File: src/rtl/qam_slicer.sv
// Hard-decision BPSK/QPSK/16-QAM/64-QAM slicer that packs Gray-coded decisions into OUT_W-bit words.
// Statistics counters are built only when QAM_SLICER_STATS_EN is defined.
`timescale 1ns/1ps
module qam_slicer #(
    parameter int unsigned        OUT_W     = 8,
    parameter int unsigned        ACC_W     = 32,
    parameter int unsigned        MAX_BPS   = 6,
    parameter bit                 MSB_FIRST = 1'b0,
    parameter logic signed [15:0] DEF_THR   = 16'sd9459
) (
    input  logic                         clk_bb_i,
    input  logic                         rst_ni,
    input  logic                         enable_i,
    input  logic                         sw_reset_i,
    input  logic [2:0]                   mode_i,
    input  logic [15:0]                  thr_a_i,
    input  logic                         in_valid_i,
    output logic                         in_ready_o,
    input  logic [31:0]                  in_data_i,
    input  logic                         in_last_i,
    output logic                         out_valid_o,
    input  logic                         out_ready_i,
    output logic [OUT_W-1:0]             out_data_o,
    output logic                         out_last_o,
    output logic [$clog2(OUT_W+1)-1:0]   out_nbits_o,
    output logic                         err_mode_o,
    output logic [31:0]                  sym_count_o,
    output logic [31:0]                  word_count_o,
    output logic [31:0]                  frame_count_o
);
    localparam int unsigned CntW = $clog2(ACC_W + 1) + 1;
    localparam int unsigned NbW  = $clog2(OUT_W + 1);

    if (OUT_W < 8 || OUT_W > 32) begin : g_bad_out_w
        $error("qam_slicer: OUT_W must be in 8..32");
    end
    if (ACC_W < OUT_W + 6) begin : g_bad_acc_w
        $error("qam_slicer: ACC_W must be >= OUT_W+6");
    end

    logic [ACC_W-1:0] acc_q, acc_d;
    logic [CntW-1:0]  bit_cnt_q, bit_cnt_d;
    logic             eof_pend_q, frame_q, run_q, err_q;
    logic [1:0]       mode_q;
    logic             out_valid_q, out_last_q;
    logic [OUT_W-1:0] out_data_q;
    logic [NbW-1:0]   out_nbits_q;

    logic [2:0]       act_mode, k;
    logic             mode_legal, accept, full, load, last_d;
    logic [CntW-1:0]  room, nbits, rem, base;
    logic [15:0]      thr;
    logic [3:0]       dq, di;
    logic [5:0]       sym;
    logic [OUT_W-1:0] word;

    // Returns {sign, |x|>=T, |x|>=2T, T<=|x|<3T}
    function automatic logic [3:0] decide(input logic [15:0] x, input logic [17:0] t1);
        logic [16:0] a;
        logic [17:0] a18, t2, t3;
        logic        ge1;
        a = x[15] ? (17'd0 - {x[15], x}) : {1'b0, x};
        if (a > 17'd32767) a = 17'd32767;
        a18 = {1'b0, a};
        t2  = t1 << 1;
        t3  = t1 + t2;
        ge1 = a18 >= t1;
        return {x[15], ge1, a18 >= t2, ge1 & (a18 < t3)};
    endfunction

    always_comb begin
        act_mode   = frame_q ? {1'b0, mode_q} : mode_i;
        mode_legal = (act_mode <= 3'd2) || (act_mode == 3'd3 && MAX_BPS >= 6);
        unique case (act_mode[1:0])
            2'd0:    k = 3'd1;
            2'd1:    k = 3'd2;
            2'd2:    k = 3'd4;
            default: k = 3'd6;
        endcase
        room = CntW'(ACC_W) - bit_cnt_q;
        // A frame end must reach the output before the next frame's bits can merge with it
        in_ready_o = run_q & enable_i & mode_legal & ~sw_reset_i & ~eof_pend_q
                   & ~(out_valid_q & out_last_q) & (room >= CntW'(k));
        accept = in_valid_i & in_ready_o;

        // A zero threshold is meaningless; fall back to the register-shell reset value
        thr = (thr_a_i == 16'd0) ? $unsigned(DEF_THR) : thr_a_i;
        dq  = decide(in_data_i[15:0], {2'b00, thr});
        di  = decide(in_data_i[31:16], {2'b00, thr});
        unique case (act_mode[1:0])
            2'd0:    sym = {5'b0, di[3]};
            2'd1:    sym = {4'b0, di[3], dq[3]};
            2'd2:    sym = {2'b0, di[2], di[3], dq[2], dq[3]};
            default: sym = {di[0], di[1], di[3], dq[0], dq[1], dq[3]};
        endcase

        full   = bit_cnt_q >= CntW'(OUT_W);
        load   = run_q & (~out_valid_q | out_ready_i)
               & (full | (eof_pend_q & (bit_cnt_q != '0)));
        nbits  = full ? CntW'(OUT_W) : bit_cnt_q;
        rem    = load ? nbits : '0;
        base   = bit_cnt_q - rem;
        last_d = eof_pend_q & (bit_cnt_q <= CntW'(OUT_W));

        acc_d     = (acc_q >> rem) | (accept ? (ACC_W'(sym) << base) : '0);
        bit_cnt_d = base + (accept ? CntW'(k) : '0);

        // Bits above bit_cnt are always zero, so a partial word arrives already padded
        word = acc_q[OUT_W-1:0];
        if (MSB_FIRST) begin
            for (int i = 0; i < OUT_W; i++) word[OUT_W-1-i] = acc_q[i];
        end
    end

    always_ff @(posedge clk_bb_i or negedge rst_ni) begin
        if (!rst_ni) begin
            acc_q       <= '0;
            bit_cnt_q   <= '0;
            eof_pend_q  <= 1'b0;
            frame_q     <= 1'b0;
            mode_q      <= 2'd0;
            run_q       <= 1'b0;
            err_q       <= 1'b0;
            out_valid_q <= 1'b0;
            out_last_q  <= 1'b0;
            out_data_q  <= '0;
            out_nbits_q <= '0;
        end else if (sw_reset_i) begin
            acc_q       <= '0;
            bit_cnt_q   <= '0;
            eof_pend_q  <= 1'b0;
            frame_q     <= 1'b0;
            run_q       <= 1'b1;
            err_q       <= 1'b0;
            out_valid_q <= 1'b0;
            out_last_q  <= 1'b0;
            out_data_q  <= '0;
            out_nbits_q <= '0;
        end else begin
            run_q     <= 1'b1;
            acc_q     <= acc_d;
            bit_cnt_q <= bit_cnt_d;
            if (accept && !frame_q) mode_q <= mode_i[1:0];
            if (accept) frame_q <= 1'b1;
            else if (out_valid_q && out_ready_i && out_last_q) frame_q <= 1'b0;
            if (accept && in_last_i) eof_pend_q <= 1'b1;
            else if (load && last_d) eof_pend_q <= 1'b0;
            if (load) begin
                out_valid_q <= 1'b1;
                out_data_q  <= word;
                out_last_q  <= last_d;
                out_nbits_q <= NbW'(nbits);
            end else if (out_ready_i) begin
                out_valid_q <= 1'b0;
            end
            if (enable_i && !mode_legal) err_q <= 1'b1;
        end
    end

    assign out_valid_o = out_valid_q;
    assign out_data_o  = out_data_q;
    assign out_last_o  = out_last_q;
    assign out_nbits_o = out_nbits_q;
    assign err_mode_o  = err_q;

`ifdef QAM_SLICER_STATS_EN
    logic [31:0] sym_cnt_q, word_cnt_q, frm_cnt_q;

    always_ff @(posedge clk_bb_i or negedge rst_ni) begin
        if (!rst_ni) begin
            sym_cnt_q  <= '0;
            word_cnt_q <= '0;
            frm_cnt_q  <= '0;
        end else begin
            if (accept && sym_cnt_q != '1) sym_cnt_q <= sym_cnt_q + 32'd1;
            if (out_valid_q && out_ready_i && word_cnt_q != '1) word_cnt_q <= word_cnt_q + 32'd1;
            if (out_valid_q && out_ready_i && out_last_q && frm_cnt_q != '1) begin
                frm_cnt_q <= frm_cnt_q + 32'd1;
            end
        end
    end

    assign sym_count_o   = sym_cnt_q;
    assign word_count_o  = word_cnt_q;
    assign frame_count_o = frm_cnt_q;
`else
    assign sym_count_o   = 32'd0;
    assign word_count_o  = 32'd0;
    assign frame_count_o = 32'd0;
`endif

endmodule
File: config.mk
export PLATFORM = sky130hd
export DESIGN_NAME = qam_slicer
export DESIGN_NICKNAME = d
export VERILOG_FILES = /design/src/rtl/qam_slicer.sv
export SDC_FILE = /design/constraint.sdc
export NUM_CORES = 1
export LEC_CHECK = 0
export ABC_AREA = 1
export BUFFER_PORTS_ARGS = -buffer_cell sky130_fd_sc_hd__buf_2
export CAP_MARGIN = 10
export CORE_ASPECT_RATIO = 1.25
export CORE_MARGIN = 2
export CORE_UTILIZATION = 50
export DETAILED_ROUTE_END_ITERATION = 8
export PLACE_DENSITY = 0.85
export SYNTH_ARGS = -nofsm -noshare
export SYNTH_HDL_FRONTEND = slang
export SYNTH_SLANG_ARGS = --single-unit
export TNS_END_PERCENT = 10
File: constraint.sdc
create_clock -name clk_bb_i -period 4.4 [get_ports clk_bb_i]
set_clock_uncertainty 0.15 [all_clocks]
set_input_delay 0 -clock clk_bb_i [delete_from_list [all_inputs] [get_ports clk_bb_i]]
set_output_delay 0 -clock clk_bb_i [all_outputs]
set_load 0.1 [all_outputs]
==> run_results.csv <==
group,metric,value,unit
logic_synthesis,synth_most_common_cell,"nand2_1",
logic_synthesis,avgSynthCellArea,6.49,um^2
pwr,switching_power,2.02,mW
global_route,grt_pass1_vias,9189,
clock_network,clk_latency,0.33,ns
die,core_area,18000,um^2
critical_path,r2r_slack,0.19,ns
logic_synthesis,synth_top_cell_area_share,17.6,%
clock_network,cts-root-buf,"clkbuf_16",
route,vias_per_cell,5.47,
logic_synthesis,synth_cells,1414,
global_route,track_usage,25.3,%
route,ant_nets,0,
critical_path,rr_worst_depth,26,
final_layout,syn2layout_area_growth,12.5,%
place,io_buffers,73,
global_route,use_met1,27.8,%
critical_path,cp_data_arrival_time,4.28,ns
die,fp-row-count,55,
global_route,met2_usage,48.1,%
global_route,overflow,0,
logic_synthesis,syn_area,9180,um^2
clock_network,clkTransAtPathRegs,0.05,ns
timing,fin_crit_sh,95.7,%
timing,whs,0.0420,ns
timing,fin_crit,4.21,ns
global_route,grt_start_max_net_pins,60,
critical_path,r2r_end,"acc_q[17]",
worst_hold_path,hold_class,"input port to flop",
route,drt_iter0_markers,730,
timing,tightest_slew,0.908,ns
global_route,met3_usage,1.89,%
pwr,clockPowerShare,17.9,%
die,dieArea,19500,um^2
place,dp_hpwl,20700,um
final_layout,instances_no_fill,1769,
logic_synthesis,synth_area_leader_cell,"ha_1",
final_layout,final_nets,1728,
critical_path,r2r-start,"bit_cnt_q[0]",
pwr,p_per_area,370,nW/um^2
pwr,p_leak,5.57,nW
logic_synthesis,async_reset_ff_share,100,%
place,placed_area,9780,um^2
final_layout,final_util,57.3,%
timing,worst_slack,0.191,ns
die,dieWidth,125,um
route,vias,9680,
die,die_h,156,um
clock_network,htree_levels,3,
route,drc,0,
global_route,antenna_found_initial,0,
run,drv_cap,0,
timing,fmax,0.238,GHz
clock_network,cts_tree,"built",
global_route,grt_pass1_wl,41300,um
logic_synthesis,ys_ff_latch,59,
logic_synthesis,ys.warnings.count,0,
timing,rsz0062_at_grt,"true",
global_route,top_usage_layer,"met2",
logic_synthesis,synthTopCellsByArea,"ha_1 18%, dfrtp_1 16%, nand2_1 14%",
route,wire_per_inst,14.5,um
pwr,p_int,1.80,mW
critical_path,crit_start,"bit_cnt_q[0]",
pwr,swShare,52.9,%
place,dp.cells,1744,
timing,finalSetupViolCount,0,
final_layout,drive_above_1_share,14.9,%
clock_network,clock_sinks,59,
pwr,peakVddDrop,275,uV
pwr,power_frac_comb,62.8,%
logic_synthesis,yosys-top-cells-count,"342 x nand2_1, 147 x inv_1, 129 x ha_1, 105 x a21oi_1, 97 x buf_4",
critical_path,cp.required,4.47,ns
logic_synthesis,synth-edff-count,0,
timing,max-slew-margin-rel,39.5,%
place,gp_congestion,0.985,
critical_path,crit_type,"flop to flop",
critical_path,cp-start-kind,"flop",
route,dr.pass1.iters,5,
critical_path,critPathCapture,"acc_q[17]",
final_layout,final_design_area_no_fill,10300,um^2
place,dp_slack,-0.272,ns
pwr,seqPwrFrac,19.2,%
timing,finalHoldViolCount,0,
clock_network,cts_buffers,9,
route,finalWirelength,25600,um
critical_path,cp-end-kind,"flop",
logic_synthesis,synth_cell_types,53,
timing,drv_slew,0,
clock_network,clockBufferDepth,2,
final_layout,antenna_cells,0,
logic_synthesis,synth-main-ff-cell,"dfrtp_1",
die,pin_count,170,
die,initial_core_util,50.9,%
status,status,"finished, final reports clean",
logic_synthesis,synth_seq_area_share,16.1,%
critical_path,crit_path_max_fanout,7,
## worst min path at each step
stage	slack [ns]	depth (start not counted)	to	start
after floorplan	-0.45	0	acc_q[0]	rst_ni
after global placement	0.04	2	out_data_o[5]	rst_ni
after detailed placement	0.05	2	out_data_o[5]	rst_ni
after CTS	0.05	4	frame_q	in_valid_i
after global routing	0.08	4	frame_q	in_valid_i
final	0.04	4	frame_q	in_valid_i
## timing repair
| action | CTS | global route |
|---|---|---|
| endpoints found under the hold margin | 65 | 0 |
| hold buffers | 7 | 0 |
| pin swaps | 0 | 13 |
| setup buffers | 0 | 4 |
| setup endpoints to repair | 1 | 34 |
| gates resized for setup | 1 | 47 |
## registers in the layout, indices dropped and copies added (netlist names)
register	cells
acc_q	32
bit_cnt_q	7
eof_pend_q	1
err_mode_o	1
frame_q	1
mode_q	2
out_data_o	8
out_last_o	1
out_nbits_o	4
out_valid_o	1
run_q	1
## final cells by class
type / instances / area (um^2)
fillers: 1738 / 7700
multi-input cells: 1167 / 6780
flip-flops and latches: 59 / 1480
repair buffers: 143 / 908
inverters: 158 / 593
well taps: 228 / 285
clock buffers: 11 / 243
clock inverters: 3 / 40.0
## power groups by stage
| stage | clock network (mW) | registers (mW) | logic [mW] |
|---|---|---|---|
| 2_1_floorplan | 0 | 0.819 | 1.72 |
| 3_3_place_gp | 0 | 0.735 | 2.24 |
| 3_5_place_dp | 0 | 0.739 | 2.29 |
| 4_1_cts | 0.681 | 0.731 | 2.31 |
| 5_1_grt | 0.703 | 0.751 | 2.62 |
| 6_report | 0.685 | 0.736 | 2.40 |
## through the flow
stage               total power [mW]  TNS (ns)
CTS                             3.72         0
global placement                2.97     -2.36
finish                          3.82         0
detailed placement              3.03     -6.47
global route                    4.08     -1.25
floorplan                       2.54         0
## layer usage
| metal | vias to the layer above | part of all wire, % |
|---|---|---|
| met3 | 104 | 5.0 |
| met4 | 0 | 5.1 |
| met1 | 4399 | 39 |
| met5 | - | 0 |
| met2 | 421 | 51 |
| li1 | 4756 | - |
## kinds of logic after synthesis
group	Yosys count	synth area share [%]
fa+ha+maj	132	18.2
compound gates	272	16.2
xor+xnor	29	2.85
flops	59	16.1
mux	14	1.54
simple gates	611	28.7
other cells	2	0.0818
buf+inv	295	16.4
## worst max-delay path, cell delays in order (launching register included)
cell and delay [ns]:
dfrtp_1 0.42, inv_1 0.13, ha_1 0.25, inv_1 0.08
nor2_2 0.05, o21ai_2 0.12, nand2_1 0.11, a21oi_4 0.23
inv_2 0.09, nor3_4 0.14, inv_2 0.08, ha_1 0.27
nand2_1 0.06, nor2_1 0.05, a211oi_2 0.17, or2_1 0.16
nand2_1 0.09, a21oi_2 0.17, xor2_2 0.22, inv_1 0.11
nor2_2 0.14, inv_2 0.09, nor2_4 0.15, inv_2 0.08
nor2_4 0.17, nand3_1 0.10, a31oi_1 0.23
## placed cells by master, fill, tap and decap left out, types with 4 or more instances in the layout
cell type	synthesis	final
o21ai_1	28	28
buf_4	97	63
inv_1	147	144
o21ai_0	96	94
nand3_1	80	75
dlygate4sd3_1	0	7
nand4_1	31	31
o21ai_2	3	5
nor4_1	5	5
o21bai_1	5	5
xnor2_1	11	9
nor2_2	3	8
a21oi_2	1	7
nand3b_1	4	4
nand3_2	1	6
nor3_1	33	31
a31oi_1	4	4
clkbuf_16	0	9
dfrtp_1	59	58
nand2_2	1	10
conb_1	2	109
o221ai_1	4	4
inv_2	8	11
xor2_1	17	15
buf_2	8	73
ha_1	129	128
nor2_4	2	5
a21oi_1	105	99
nand2_1	342	333
mux2i_1	13	13
or2_2	12	12
o21a_1	5	5
nor2_1	90	82
No activity file was read; power rests on OpenSTA's default activity.
